[src/rtl/game_board_controller_pkg.sv]
// Shared encodings for the tic-tac-toe board controller and its display side:
// cell codes, marks, FSM states, the eight winning lines and cursor movement.
package game_board_controller_pkg;

    typedef enum logic [1:0] {
        ST_PLAY  = 2'd0,
        ST_CHECK = 2'd1,
        ST_OVER  = 2'd2
    } state_e;

    typedef enum logic [1:0] {
        DIR_UP,
        DIR_DOWN,
        DIR_LEFT,
        DIR_RIGHT
    } dir_e;

    localparam logic [1:0] MARK_EMPTY = 2'd0;
    localparam logic [1:0] MARK_CROSS = 2'd1;
    localparam logic [1:0] MARK_ZERO  = 2'd2;

    typedef logic [8:0][1:0] board_t;

    localparam logic [3:0] CELL_CROSS     = 4'd0;
    localparam logic [3:0] CELL_ZERO      = 4'd1;
    localparam logic [3:0] CELL_EMPTY     = 4'd2;
    localparam logic [3:0] CELL_CROSS_CUR = 4'd3;
    localparam logic [3:0] CELL_ZERO_CUR  = 4'd4;
    localparam logic [3:0] CELL_EMPTY_CUR = 4'd5;
    localparam logic [3:0] CELL_WIN_CROSS = 4'd6;
    localparam logic [3:0] CELL_WIN_ZERO  = 4'd7;

    localparam logic [1:0] WIN_NONE  = 2'b00;
    localparam logic [1:0] WIN_CROSS = 2'b01;
    localparam logic [1:0] WIN_ZERO  = 2'b10;
    localparam logic [1:0] WIN_DRAW  = 2'b11;

    localparam logic [3:0]  CURSOR_HOME = 4'd4;
    localparam logic [35:0] CTRL_RESET  = 36'h222252222;

    // Bit i of each entry marks cell i (i = row*3 + col) as part of that line.
    localparam logic [8:0] LINE_MASK [8] = '{
        9'b000_000_111, 9'b000_111_000, 9'b111_000_000,
        9'b001_001_001, 9'b010_010_010, 9'b100_100_100,
        9'b100_010_001, 9'b001_010_100
    };

    function automatic logic [3:0] move_cursor(input logic [3:0] idx, input dir_e dir,
                                               input logic wrap);
        logic [3:0] row;
        logic [3:0] col;
        row = idx / 4'd3;
        col = idx % 4'd3;
        case (dir)
            DIR_UP:    begin if (row != 4'd0) row = row - 4'd1; else if (wrap) row = 4'd2; end
            DIR_DOWN:  begin if (row != 4'd2) row = row + 4'd1; else if (wrap) row = 4'd0; end
            DIR_LEFT:  begin if (col != 4'd0) col = col - 4'd1; else if (wrap) col = 4'd2; end
            DIR_RIGHT: begin if (col != 4'd2) col = col + 4'd1; else if (wrap) col = 4'd0; end
        endcase
        return row * 4'd3 + col;
    endfunction

endpackage

[src/rtl/win_checker.sv]
// Combinational line evaluation: flags which of the eight lines are fully
// occupied by the given mark.
module win_checker
    import game_board_controller_pkg::*;
(
    input  board_t      board,
    input  logic [1:0]  mark,
    output logic        win,
    output logic [7:0]  line_mask
);

    always_comb begin
        line_mask = '0;
        for (int l = 0; l < 8; l++) begin
            line_mask[l] = 1'b1;
            for (int c = 0; c < 9; c++) begin
                if (LINE_MASK[l][c] && board[c] != mark) line_mask[l] = 1'b0;
            end
        end
        win = |line_mask;
    end

endmodule

[src/rtl/game_board_controller.sv]
// Tic-tac-toe board controller: cursor, mark placement, win/draw detection
// and a registered 36-bit cell-code array for the display.
module game_board_controller
    import game_board_controller_pkg::*;
#(
    parameter logic FIRST_PLAYER = 1'b0,
    parameter logic WRAP_CURSOR  = 1'b0
) (
    input  logic        CLK,
    input  logic        RESET,
    input  logic        BTN_UP,
    input  logic        BTN_DOWN,
    input  logic        BTN_LEFT,
    input  logic        BTN_RIGHT,
    input  logic        BTN_SEL,
    output logic [35:0] CONTROL_ARRAY,
    output logic        TURN,
    output logic        GAME_OVER,
    output logic [1:0]  WINNER,
    output logic [1:0]  dbg_state
);

    state_e      state_q, state_d;
    board_t      board_q, board_d;
    logic [3:0]  cursor_q, cursor_d;
    logic [3:0]  moves_q, moves_d;
    logic        turn_q, turn_d;
    logic [1:0]  winner_q, winner_d;
    logic [35:0] ctrl_q, ctrl_d;
    logic        turn_out_q, turn_out_d;
    logic        over_q, over_d;
    logic [1:0]  winner_out_q, winner_out_d;

    logic [1:0]  mover_mark;
    logic        win;
    logic [7:0]  line_mask;
    logic [8:0]  win_cells;

    // The mover's turn is held through CHECK and OVER, so this also picks the winner's lines.
    assign mover_mark = turn_q ? MARK_ZERO : MARK_CROSS;

    win_checker u_win_checker (
        .board     (board_q),
        .mark      (mover_mark),
        .win       (win),
        .line_mask (line_mask)
    );

    always_comb begin
        state_d  = state_q;
        board_d  = board_q;
        cursor_d = cursor_q;
        moves_d  = moves_q;
        turn_d   = turn_q;
        winner_d = winner_q;
        case (state_q)
            ST_PLAY: begin
                if (BTN_SEL) begin
                    if (board_q[cursor_q] == MARK_EMPTY) begin
                        board_d[cursor_q] = mover_mark;
                        moves_d           = moves_q + 4'd1;
                        state_d           = ST_CHECK;
                    end
                end else if (BTN_UP) begin
                    cursor_d = move_cursor(cursor_q, DIR_UP, WRAP_CURSOR);
                end else if (BTN_DOWN) begin
                    cursor_d = move_cursor(cursor_q, DIR_DOWN, WRAP_CURSOR);
                end else if (BTN_LEFT) begin
                    cursor_d = move_cursor(cursor_q, DIR_LEFT, WRAP_CURSOR);
                end else if (BTN_RIGHT) begin
                    cursor_d = move_cursor(cursor_q, DIR_RIGHT, WRAP_CURSOR);
                end
            end
            ST_CHECK: begin
                if (win) begin
                    winner_d = turn_q ? WIN_ZERO : WIN_CROSS;
                    state_d  = ST_OVER;
                end else if (moves_q == 4'd9) begin
                    winner_d = WIN_DRAW;
                    state_d  = ST_OVER;
                end else begin
                    turn_d  = ~turn_q;
                    state_d = ST_PLAY;
                end
            end
            ST_OVER: begin
                if (BTN_SEL) begin
                    board_d  = '0;
                    moves_d  = '0;
                    winner_d = WIN_NONE;
                    cursor_d = CURSOR_HOME;
                    turn_d   = FIRST_PLAYER;
                    state_d  = ST_PLAY;
                end
            end
            default: state_d = ST_PLAY;
        endcase
    end

    always_comb begin : display_logic
        logic [3:0] code;
        logic       show_cursor;
        logic       show_win;
        win_cells = '0;
        for (int l = 0; l < 8; l++) begin
            if (line_mask[l]) win_cells = win_cells | LINE_MASK[l];
        end
        ctrl_d = '0;
        for (int i = 0; i < 9; i++) begin
            show_cursor = (state_q != ST_OVER) && (cursor_q == 4'(i));
            show_win    = (state_q == ST_OVER) && (winner_q != WIN_DRAW) && win_cells[i];
            case (board_q[i])
                MARK_CROSS: code = show_win ? CELL_WIN_CROSS : (show_cursor ? CELL_CROSS_CUR : CELL_CROSS);
                MARK_ZERO:  code = show_win ? CELL_WIN_ZERO  : (show_cursor ? CELL_ZERO_CUR  : CELL_ZERO);
                default:    code = show_cursor ? CELL_EMPTY_CUR : CELL_EMPTY;
            endcase
            ctrl_d[4*i +: 4] = code;
        end
        turn_out_d   = turn_q;
        over_d       = (state_q == ST_OVER);
        winner_out_d = winner_q;
    end

    always_ff @(posedge CLK or posedge RESET) begin
        if (RESET) begin
            state_q      <= ST_PLAY;
            board_q      <= '0;
            cursor_q     <= CURSOR_HOME;
            moves_q      <= '0;
            turn_q       <= FIRST_PLAYER;
            winner_q     <= WIN_NONE;
            ctrl_q       <= CTRL_RESET;
            turn_out_q   <= FIRST_PLAYER;
            over_q       <= 1'b0;
            winner_out_q <= WIN_NONE;
        end else begin
            state_q      <= state_d;
            board_q      <= board_d;
            cursor_q     <= cursor_d;
            moves_q      <= moves_d;
            turn_q       <= turn_d;
            winner_q     <= winner_d;
            ctrl_q       <= ctrl_d;
            turn_out_q   <= turn_out_d;
            over_q       <= over_d;
            winner_out_q <= winner_out_d;
        end
    end

    assign CONTROL_ARRAY = ctrl_q;
    assign TURN          = turn_out_q;
    assign GAME_OVER     = over_q;
    assign WINNER        = winner_out_q;
    assign dbg_state     = state_q;

endmodule

[config.mk]
export PLATFORM = sky130hd
export DESIGN_NAME = game_board_controller
export DESIGN_NICKNAME = d
export VERILOG_FILES = /design/src/rtl/game_board_controller_pkg.sv /design/src/rtl/win_checker.sv /design/src/rtl/game_board_controller.sv
export SDC_FILE = /design/constraint.sdc
export NUM_CORES = 1
export LEC_CHECK = 0
export CORE_MARGIN = 4
export CORE_UTILIZATION = 35
export DETAILED_ROUTE_END_ITERATION = 6
export HOLD_SLACK_MARGIN = 0.08
export MAX_ROUTING_LAYER = met4
export PLACE_DENSITY = 0.62
export SLEW_MARGIN = 15
export SYNTH_ARGS = -nofsm -noshare
export SYNTH_HDL_FRONTEND = slang
export SYNTH_SLANG_ARGS = --single-unit
[constraint.sdc]
create_clock -name CLK -period 5.05 [get_ports CLK]
set_clock_uncertainty 0.2 [all_clocks]
set_input_delay 1.01 -clock CLK [delete_from_list [all_inputs] [get_ports CLK]]
set_output_delay 1.01 -clock CLK [all_outputs]
set_load 0.005 [all_outputs]
==> results.md <==
* Die ar. at 15,480 um^2
* R2R Setup Slk at 0.21 ns
* Post-Synthesis Cells at 568
* Starting Density at 0.3582
* Synthesized cell area at 4743 um^2
* Post-synth top area cell: dfrtp_1
* Io pins at 49
* CP max stage cell: fa_1
* Final min period at 4.836 ns
* DRT iter0 DRCs at 258
* R2R Path End: cursor_q[3]
* Htree depth at 3
* Endpoint class of the critical path: flip-flop
* Crit path max fanout at 11
* Synth warn at 0
* Worst-case clock buffer depth at 2
* DR WL/cell at 13.95 um
* Vias per inst at 5.164
* Hold Fails Final Rpt at 0
* Delay-heaviest family, CP: adder cells
* Total negative setup slack at 0 ns
* Slew headroom at 0.4222
* Routed Antenna Nets at 0
* # diodes at 0
* Iteration count of the initial detailed-routing pass at 4
* WP data required at 5.11 ns
* Part of the Yosys area used for sequential elements at 0.3300
* Final Setup Violations at 0
* I/O Buffers at 39
* Nets at 666
* Setup CP Type: flip-flop to flip-flop
* Vias in the first global route at 4,020
* Row count at 42
* Worst setup path end: cursor_q[3]
* Post-synth EDFFs at 0
* Post-CTS Hold Buffers at 0
* Slew at the pin closest to its max-slew limit at 0.8547 ns
* Top cells by area in the synthesized netlist: dfrtp_1 (27%), ha_1 (10%), dfstp_2 (6.1%)
* Clock slew at reported path FFs at 0.05 ns
* HPWL after detailed placement at 8.627 mm
* Average size of a mapped cell at 8.351 um^2
* Pre-CTS setup slack at 0.1609 ns
* Reg-to-reg startpoint: cursor_q[2]
* Total grt overflow at 0
* Initial antenna violation count at 0
* Die W at 124.4 um
* Seq cells post-synth at 62
* Worst Setup SP: cursor_q[2]
* CP arrival at 4.89 ns
* Die height at 124.4 um
* Hold Path Cell Cnt at 0
* Startpoint types: flip-flop
* Largest net degree at the start of global routing at 41
* First-pass GRT wire length at 18.81 mm
* Final GP Congestion at 0.8680
* Tcrit/Tclk final at 0.9575
* GRT Resource Usage Total at 0.1490
* Core ar. at 13,240 um^2
* CTS sink cnt at 62
* Max Slew Vio Count at 0
* Async SR Flop Fraction at 1.000
* Maxcap violations at 0
* Via Count at 4,095
* Primary FF master, synth: dfrtp_1
* CP Depth at 23
* Synth unique cells at 60
* Synth top area share at 0.2691
* Worst Hold Class: flip-flop to flip-flop
* F_max at 206.8 MHz
* Worst reg2reg path depth at 23
* Crit path largest cell delay at 0.55 ns
* Finished Cell Area at 5746 um^2
* Clk Latency, worst-skew pair at 0.33 ns
* CTS tree: done
* Final wirelength at 11.07 mm
* Setup WS post-layout at 0.2145 ns
* DP Area at 5413 um^2
* Worst-path cell chain: nand2b_1 > inv_2 > ha_4 > inv_2 > ha_4 > o211ai_1 > o21ai_1 > ha_2 > a211oi_4 > buf_4 > ha_2 > nand2_4 > xor2_2 > fa_1 > inv_1 > ha_2 > fa_2 > xnor2_2 > xnor2_1 > xnor2_1 > xnor2_1 > a31o_1 > o21ai_1
* CTS Buf Count at 9
* Status: finished, final reports clean
* Area grow syn2layout at 21.13%
* DR DRC count at 0
* Layout cells sized above 1 at 0.1118
* CP Buf/Inv Count at 4
* CTS Root Cell: clkbuf_16
==> synthesized netlist by cell type, types with 10 or more instances <==
cell type and instances:
a211oi_1 10, a21o_1 10, a21oi_1 46, clkbuf_1 11
dfrtp_1 51, dfstp_2 11, ha_1 39, inv_1 46
nand2_1 59, nand3_1 12, nor2_1 51, nor2b_1 11
nor3_1 13, o21ai_0 48, o21ai_1 17, or3_1 11
xnor2_1 15
==> flip-flops by register name, indices dropped and copies added (netlist names) <==
register,count
board_q,18
cursor_q,4
TURN,1
dbg_state,2
turn_out_d,1
moves_q,4
GAME_OVER,1
WINNER,2
winner_out_d,2
CONTROL_ARRAY,27
==> worst register-to-register path, cell delays in order, from the launching register on <==
cell and delay [ns]:
dfstp_2 0.52, nand2b_1 0.09, inv_2 0.14, ha_4 0.15, inv_2 0.03, ha_4 0.18, o211ai_1 0.09, o21ai_1 0.13
ha_2 0.26, a211oi_4 0.22, buf_4 0.17, ha_2 0.20, nand2_4 0.09, xor2_2 0.21, fa_1 0.55, inv_1 0.05
ha_2 0.18, fa_2 0.38, xnor2_2 0.16, xnor2_1 0.19, xnor2_1 0.15, xnor2_1 0.09, a31o_1 0.21, o21ai_1 0.11
==> stage by stage <==
step | hold slack [ns] | util | instances
2_1_floorplan | 0.1678 | - | 576
3_3_place_gp | 0.1824 | 0.4087 | 776
3_5_place_dp | 0.1881 | 0.4087 | 776
4_1_cts | 0.2008 | 0.4322 | 792
5_1_grt | 0.2070 | 0.4339 | 793
6_report | 0.1934 | 0.4339 | 793
==> cell families after synthesis <==
group           after synthesis  synth area share
flops                        62            0.3300
simple gates                192            0.1999
compound gates              169            0.2203
mux                           4          0.008441
xor+xnor                     18           0.03614
buf+inv                      75           0.06779
fa+ha+maj                    47            0.1366
other cells                   1         0.0007906
==> area by class of cell <==
class,count,area (um^2)
clock buffer,11,252.7
timing repair buffer,51,480.5
clock inverter,5,57.56
multi-input combinational,439,2985
sequential,62,1565
inverter,49,183.9
tap,176,220.2
fill,1331,7497
==> cell usage in the layout (no fill, tap or decap), types with 13 or more instances in the layout <==
cell,count
nand2_1,58
clkdlybuf4s50_1,39
o21ai_0,47
a21oi_1,44
ha_1,33
inv_1,43
nor2_1,50
o21ai_1,18
nor3_1,13
dfrtp_1,51
==> layer usage <==
metal | vias to the layer above | track usage | routed length, um
met5 | - | - | 0
met4 | 0 | 0.04578 | 173
met3 | 17 | 0.02959 | 495
met2 | 84 | 0.2513 | 5479
met1 | 1942 | 0.1805 | 4917
li1 | 2052 | - | -
==> timing repair <==
action,CTS,global route
setup endpoints to repair,0,1
setup buffers,0,1
resized for setup,0,2
==> worst min-delay path by stage <==
| stage | slack [ns] | start | endpoint |
|---|---|---|---|
| after floorplan | 0.17 | winner_out_d[1] | WINNER[1] |
| after global placement | 0.18 | winner_out_d[1] | WINNER[1] |
| after detailed placement | 0.19 | winner_out_d[1] | WINNER[1] |
| after CTS | 0.20 | winner_out_d[1] | WINNER[1] |
| after global routing | 0.21 | winner_out_d[0] | WINNER[0] |
| final | 0.19 | winner_out_d[1] | WINNER[1] |
Power is left out: the tool's default activity adds up to more than one toggle a clock period on the data nets, which glitch-free logic cannot reach.
==> variant: new RTL, config.mk and constraints unchanged <==
Make the reset (`RESET`) synchronous in one clocked block.
--- a/src/rtl/game_board_controller.sv
+++ b/src/rtl/game_board_controller.sv
@@ -122,5 +122,5 @@
     end
 
-    always_ff @(posedge CLK or posedge RESET) begin
+    always_ff @(posedge CLK) begin
         if (RESET) begin
             state_q      <= ST_PLAY;
Behaviour: differs if RESET is asserted again (counterexample within 4 cycles, from zero or initial values and one cycle with RESET high); with RESET held inactive, the same outputs for 4 cycles.
==> variant against the original RTL <==
- global-route usage rose by 2.3 points
- sequential cell count did not move
- final area fell by 2.0%
- setup slack improved by 0.080 ns
- area after synthesis fell by 0.53%
- wire length rose by 12%
- cell count rose by 2.0%
- critical path type unchanged
==> variant: results (changes against the original RTL) <==
[detailed_routing]
avgViaCountPerCell = 5.34  ; was 5.16
met3WireLength_um = 484  ; was 495 um
wire_per_inst_um = 15.3  ; was 14.0 um
dr.pass1.iters = 5  ; was 4
drtIter0Drc = 325  ; was 258
wl_met1_um = 5960  ; was 4920 um

[yosys]
synthCells = 588  ; was 568
async_reset_ff_share_pct = 0  ; was 100%
yosysSeqAreaShare_pct = 26.3  ; was 33.0%
yosys.cell_types.count = 66  ; was 60

[worst_hold_path]
holdPathEnd = WINNER[0]  ; was WINNER[1]
holdCritStartpoint = winner_out_d[0]  ; was winner_out_d[1]
min_delay_path_depth = 1  ; was 0

[grt]
use_met2_pct = 26.8  ; was 25.1%
grt_use_met1_pct = 22.7  ; was 18.1%
grt_pass1_vias = 4181  ; was 4,020
grtUsageTotal_pct = 17.2  ; was 14.9%

[sta]
worst_pin_slew_ns = 0.954  ; was 0.855 ns
holdWs_ns = 0.294  ; was 0.193 ns

[worst_setup_path]
cp_max_fo = 10  ; was 11
worstReg2RegStart = cursor_q[2]  ; unchanged

[finish]
fin_cells = 809  ; was 793
layout-drive-gt1-share_pct = 10.3  ; was 11.2%
nets = 683  ; was 666

[status]
status = finished, final reports clean  ; unchanged

[variant: repair_timing]
action                                  CTS  global route
resized for setup                         0            11
endpoints found under the setup margin    1             2
buffers inserted                          5             1
pin swaps                                 1             0
[variant: critical path, stage by stage (launching register included)]
cell      delay (ns)
dfxtp_2         0.39
nand2b_1        0.09
inv_1           0.09
ha_1            0.15
inv_1           0.04
ha_2            0.22
and3b_1         0.23
a211oi_4        0.29
o211ai_4        0.18
buf_4           0.19
ha_1            0.40
a21oi_2         0.12
fa_1            0.54
inv_1           0.04
ha_1            0.20
fa_1            0.40
xnor2_2         0.16
xnor2_1         0.17
nand2b_1        0.12
mux2i_1         0.11
o41ai_2         0.31
[variant: per-stage QoR]
step / worst slack (ns) / util, %
final: 0.294 / 42.5
after CTS: 0.0192 / 42.2
after global routing: -0.0328 / 42.5
after global placement: 0.146 / 39.8
after floorplan: 0.0831 / -
after detailed placement: -0.0554 / 39.8
[variant: cells by family after synthesis]
kind of cell	share of synthesized area, %
mux	2.04
xor+xnor	3.31
fa+ha+maj	13.7
other cells	0.0795
compound gates	25.0
buf+inv	7.98
simple gates	21.5
flops	26.3
[variant: worst max path at each step]
stage / to / slack (ns) / cells after the start / startpoint
floorplan: cursor_q[3] / 0.08 / 24 / cursor_q[3]
global placement: cursor_q[3] / 0.15 / 22 / cursor_q[2]
detailed placement: cursor_q[3] / -0.06 / 22 / cursor_q[2]
CTS: cursor_q[3] / 0.02 / 22 / cursor_q[2]
global route: cursor_q[3] / -0.03 / 24 / cursor_q[2]
finish: cursor_q[3] / 0.29 / 20 / cursor_q[2]
[variant: layout make-up]
cell class	instances	share of cell area [%]
clock buffer	12	4.55
inverter	48	3.20
tap	176	3.91
timing repair buffer	57	9.55
multi-input combinational	451	56.4
sequential	62	22.1
clock inverter	3	0.355
